===== src/rtl/v5_peak_detector_pkg.sv =====
// Shared v5 filter-chain settings.
// Sample width, peak detector defaults and FSM state type.
package package_settings;

  localparam int SIZE_FILTER_DATA = 16;

  localparam int V5_PD_THRESHOLD = 64;
  localparam int V5_PD_MAX_WIDTH = 255;
  localparam int V5_PD_DEAD_TIME = 32;

  typedef enum logic [1:0] {
    PD_IDLE,
    PD_ARMED,
    PD_DEAD
  } pd_state_t;

endpackage


===== src/rtl/v5_peak_detector.sv =====
// v5 peak detector: threshold trigger, peak/time-to-peak capture,
// pile-up timeout, dead time and saturating event counter.
module v5_peak_detector
  import package_settings::*;
#(
  parameter int THRESHOLD = V5_PD_THRESHOLD,
  parameter int MAX_WIDTH = V5_PD_MAX_WIDTH,
  parameter int DEAD_TIME = V5_PD_DEAD_TIME,
  parameter int CNT_W     = 16,
  localparam int TW       = $clog2(MAX_WIDTH + 1)
) (
  input  logic                               clk,
  input  logic                               reset,
  input  logic signed [SIZE_FILTER_DATA-1:0] input_data,
  output logic                               peak_valid,
  output logic signed [SIZE_FILTER_DATA-1:0] peak_amplitude,
  output logic        [TW-1:0]               peak_time,
  output logic                               pileup,
  output logic        [CNT_W-1:0]            event_count,
  output logic                               busy
);

  localparam int W  = SIZE_FILTER_DATA;
  localparam int DW = (DEAD_TIME > 1) ? $clog2(DEAD_TIME) : 1;

  localparam logic signed [W-1:0] TH        = W'(THRESHOLD);
  localparam logic [TW-1:0]       MW_LAST   = TW'(MAX_WIDTH - 1);
  localparam logic [DW-1:0]       DEAD_LAST = DW'(DEAD_TIME - 1);
  localparam pd_state_t           AFTER_REP =
    (DEAD_TIME == 0) ? PD_IDLE : PD_DEAD;
  localparam logic                BUSY_REP  = (DEAD_TIME != 0);

  pd_state_t              state_q;
  logic signed [W-1:0]    in_q;
  logic signed [W-1:0]    max_q;
  logic        [TW-1:0]   tcnt_q;
  logic        [TW-1:0]   tpk_q;
  logic        [DW-1:0]   dcnt_q;
  logic                   pv_q;
  logic signed [W-1:0]    amp_q;
  logic        [TW-1:0]   ptime_q;
  logic                   pile_q;
  logic        [CNT_W-1:0] cnt_q;
  logic                   busy_q;

  logic [TW-1:0] tcnt_d;
  logic          end_below;
  logic          end_pile;
  logic          above_th;
  logic          above_max;

  assign tcnt_d    = tcnt_q + 1'b1;
  assign above_th  = (in_q > TH);
  assign end_below = !above_th;
  assign end_pile  = (tcnt_q == MW_LAST);
  assign above_max = (in_q > max_q);

  // Input register, detector FSM and report/statistics registers.
  always_ff @(posedge clk) begin
    if (reset) begin
      state_q <= PD_IDLE;
      in_q    <= '0;
      max_q   <= '0;
      tcnt_q  <= '0;
      tpk_q   <= '0;
      dcnt_q  <= '0;
      pv_q    <= 1'b0;
      amp_q   <= '0;
      ptime_q <= '0;
      pile_q  <= 1'b0;
      cnt_q   <= '0;
      busy_q  <= 1'b0;
    end else begin
      in_q <= input_data;
      pv_q <= 1'b0;
      unique case (state_q)
        PD_IDLE: begin
          if (above_th) begin
            state_q <= PD_ARMED;
            busy_q  <= 1'b1;
            max_q   <= in_q;
            tcnt_q  <= '0;
            tpk_q   <= '0;
          end
        end
        PD_ARMED: begin
          tcnt_q <= tcnt_d;
          if (end_below || end_pile) begin
            pv_q    <= 1'b1;
            amp_q   <= max_q;
            ptime_q <= tpk_q;
            pile_q  <= !end_below;
            if (cnt_q != '1) cnt_q <= cnt_q + 1'b1;
            state_q <= AFTER_REP;
            busy_q  <= BUSY_REP;
            dcnt_q  <= '0;
          end else if (above_max) begin
            max_q <= in_q;
            tpk_q <= tcnt_d;
          end
        end
        PD_DEAD: begin
          if (dcnt_q == DEAD_LAST) begin
            state_q <= PD_IDLE;
            busy_q  <= 1'b0;
          end else begin
            dcnt_q <= dcnt_q + 1'b1;
          end
        end
        default: begin
          state_q <= PD_IDLE;
          busy_q  <= 1'b0;
        end
      endcase
    end
  end

  assign peak_valid     = pv_q;
  assign peak_amplitude = amp_q;
  assign peak_time      = ptime_q;
  assign pileup         = pile_q;
  assign event_count    = cnt_q;
  assign busy           = busy_q;

endmodule


===== config.mk =====
export PLATFORM = sky130hd
export DESIGN_NAME = v5_peak_detector
export DESIGN_NICKNAME = d
export VERILOG_FILES = /design/src/rtl/v5_peak_detector_pkg.sv /design/src/rtl/v5_peak_detector.sv
export SDC_FILE = /design/constraint.sdc
export NUM_CORES = 1
export LEC_CHECK = 0
export CAP_MARGIN = 10
export CELL_PAD_IN_SITES_DETAIL_PLACEMENT = 0
export CELL_PAD_IN_SITES_GLOBAL_PLACEMENT = 1
export CORE_MARGIN = 3
export CORE_UTILIZATION = 38
export DETAILED_ROUTE_END_ITERATION = 7
export PLACE_DENSITY_LB_ADDON = 0.1
export SYNTH_ARGS = -nofsm -noshare
export SYNTH_HDL_FRONTEND = slang
export SYNTH_SLANG_ARGS = --single-unit

===== constraint.sdc =====
create_clock -name clk -period 2.1 [get_ports clk]
set_clock_uncertainty 0.05 [all_clocks]
set_input_delay 0.63 -clock clk [delete_from_list [all_inputs] [get_ports clk]]
set_output_delay 0.63 -clock clk [all_outputs]
set_load 0.02 [all_outputs]

==> metrics.cfg <==
[timing]
final_hold_viol_count = 0
worst_slew_pin_slew_ns = 0.708
slew_violations = 0
post-route-period-util_pct = 107
tns_ns = -4.32
rsz0062_at_grt = true
setup_ws_ns = -0.145
setup-violations-final = 53
timing.slew.headroom_pct = 52.8
period_needed_ns = 2.24
clock.fmax_ghz = 0.446

[critical_path]
arrival_ns = 2.48
path_class = register to register
critPathLaunchType = register
worst_setup_path_end_kind = register
cp_max_fo = 5
worst_ep_required_time_ns = 2.33

[power]
power_density_nw_per_um2 = 637
leakage_nw = 3.04
ir_drop_v = 0.000399

[floorplanning]
die_h_um = 121
die_w_um = 121
initial_core_util_pct = 39.2
die_area_sq_um = 14500
rows = 41
coreArea_sq_um = 12700
io_pins = 61

[global_route]
antenna_found_initial = 0
gr-total-overflow = 0
grt_pass1_wl_um = 23700
grtUsageTotal_pct = 19.9
grt_max_degree = 33
grt_pass1_vias = 4739

[yosys]
ys_seq_area_share_pct = 39.3
synth_flop_cell = dfxtp_1
synthMostInstantiatedCell = dfxtp_1
syn_inst = 599
ys_warn_count = 0
synth-edff-count = 0
synth.net_count = 638
yosysTopAreaCell = dfxtp_1
synth_area_sq_um = 4990
ys_types = 53
async_flop_share_pct = 0
synth_top_area_share_pct = 39.3
avgSynthCellArea_sq_um = 8.33
synth.area.top_cells = dfxtp_1 39%, a21oi_1 6.8%, ha_1 5.3%, nand2b_1 5.3%, nand2_1 5.1%
synthTopCellsByCount = 98 x dfxtp_1, 68 x a21oi_1, 68 x nand2_1
synth-seq-cells = 98

[drt]
drc = 0
vias = 4878
via_per_inst = 5.26
drtIter0Drc = 292
antenna_left = 0
drt_wl_total_um = 15000
wl_per_cell_um = 16.2
dr.pass1.iters = 4

[clock_tree]
path_clk_slew_ns = 0.07
clock_latency_ns = 0.35
numCtsBuffers = 9
htreeDepth = 3
cts_tree = built
clock_path_buffers = 2
cts.sinks = 98
cts_root_buffer = clkbuf_16

[placement]
place_hpwl_um = 9820
place_ws_ns = -0.326
numPortBuffers = 60
dpl_cell_area_sq_um = 6430
gp_congestion = 0.838

[flow_run]
drv_cap = 0

[finish]
areaGrowthSynthToFinish_pct = 55.1
finish.net_count = 789
diodes = 0
fin_area_sq_um = 7740
layout-drive-gt1-share_pct = 36.2

[status]
status = complete, but fails checks
violations = negative setup slack

[hold_path]
hold_path_class = register to register

## stage by stage
stage               hold WS (ns)  utilization, %  total power, mW  cells
floorplan                  0.382               -             2.56    599
global placement           0.392            50.6             2.99    885
detailed placement         0.400            50.6             3.01    885
CTS                        0.411            55.4             4.75    912
global route               0.427            60.8             5.14    927
finish                     0.406            60.8             4.93    927
## area by class of cell
class | count | area (sq um)
Timing Repair Buffer | 178 | 1790
Sequential cell | 98 | 1990
Clock buffer | 12 | 256
Fill cell | 1155 | 4980
Multi-Input combinational cell | 435 | 3360
Inverter | 28 | 105
Tap cell | 172 | 215
Clock inverter | 4 | 26.3
## power by group
part,internal [mW],switching [mW],leakage [nW]
clock network,0.868,0.738,0.139
registers,1.93,0.0533,0.804
logic,0.643,0.697,2.10
## routing by layer
metal / track usage (%) / vias up / wire, um
li1: - / 2410 / -
met1: 26.9 / 2339 / 6860
met2: 32.3 / 109 / 7300
met3: 2.95 / 20 / 559
met4: 7.51 / 0 / 289
met5: 0 / - / 0
## what timing repair did
action / CTS / global route
buffers inserted: 9 / 11
endpoints found under the setup margin: 61 / 72
hold buffers: 0 / 0
gates resized for setup: 70 / 131
gates cloned: 3 / 5
pin swaps: 23 / 58
## cell families after synthesis
logic type      after synthesis  synth area share (%)
simple gates                258                  28.4
compound gates              132                  16.8
flops                        98                  39.3
buf+inv                      66                  5.67
fa+ha+maj                    21                  5.26
xor+xnor                     18                  3.16
mux                           6                  1.45
## placed cells by master, fill, tap and decap left out, types with 5 or more instances in the layout
cell type | Yosys | final
a21oi_1 | 68 | 30
a21oi_2 | 2 | 38
and3_1 | 7 | 7
buf_12 | 0 | 9
buf_4 | 4 | 81
buf_6 | 1 | 20
clkbuf_16 | 0 | 13
clkdlybuf4s50_1 | 0 | 50
dfxtp_1 | 98 | 79
dfxtp_2 | 0 | 18
dlymetal6s2s_1 | 0 | 7
ha_1 | 21 | 9
ha_4 | 0 | 12
inv_1 | 28 | 21
inv_2 | 0 | 7
mux2i_1 | 5 | 5
nand2_1 | 68 | 47
nand2_2 | 0 | 11
nand2_4 | 0 | 9
nand2b_1 | 42 | 42
nand3_1 | 12 | 12
nand3b_1 | 18 | 18
nand4_1 | 17 | 17
nor2_1 | 24 | 23
nor2b_1 | 17 | 17
nor3_1 | 24 | 16
o21ai_0 | 26 | 10
o21ai_1 | 0 | 11
o21ai_2 | 0 | 5
o311ai_0 | 11 | 5
o311ai_1 | 6 | 8
or3_1 | 8 | 7
xor2_1 | 14 | 14
## state kept, by name, indices dropped and copies added (netlist names)
name / cells
pileup: 1
tpk_q: 8
peak_amplitude: 16
state_q: 2
event_count: 16
peak_time: 8
dcnt_q: 5
busy: 1
max_q: 16
in_q: 16
peak_valid: 1
tcnt_q: 8
## worst paths after layout
check | from | to | slack, ns | cells past startpoint
worst max-delay path | in_q[11]$_SDFF_PP0_ | event_count[14]$_SDFFE_PP0P_ | -0.14 | 8
worst min-delay path | peak_time[3]$_SDFFE_PP0P_ | peak_time[3]$_SDFFE_PP0P_ | 0.41 | 2
worst max register to register | in_q[11]$_SDFF_PP0_ | event_count[14]$_SDFFE_PP0P_ | -0.14 | 8
worst min register to register | peak_time[3]$_SDFFE_PP0P_ | peak_time[3]$_SDFFE_PP0P_ | 0.41 | 2
## critical path, cell delays in order (launching register included)
cell and delay, ns:
dfxtp_2 0.34, buf_6 0.12, nor4_4 0.32, a21oi_2 0.15
o22ai_4 0.32, buf_6 0.15, nand3_2 0.07, or4_1 0.54
a21oi_1 0.12
Power figures use the tool's default switching activity.
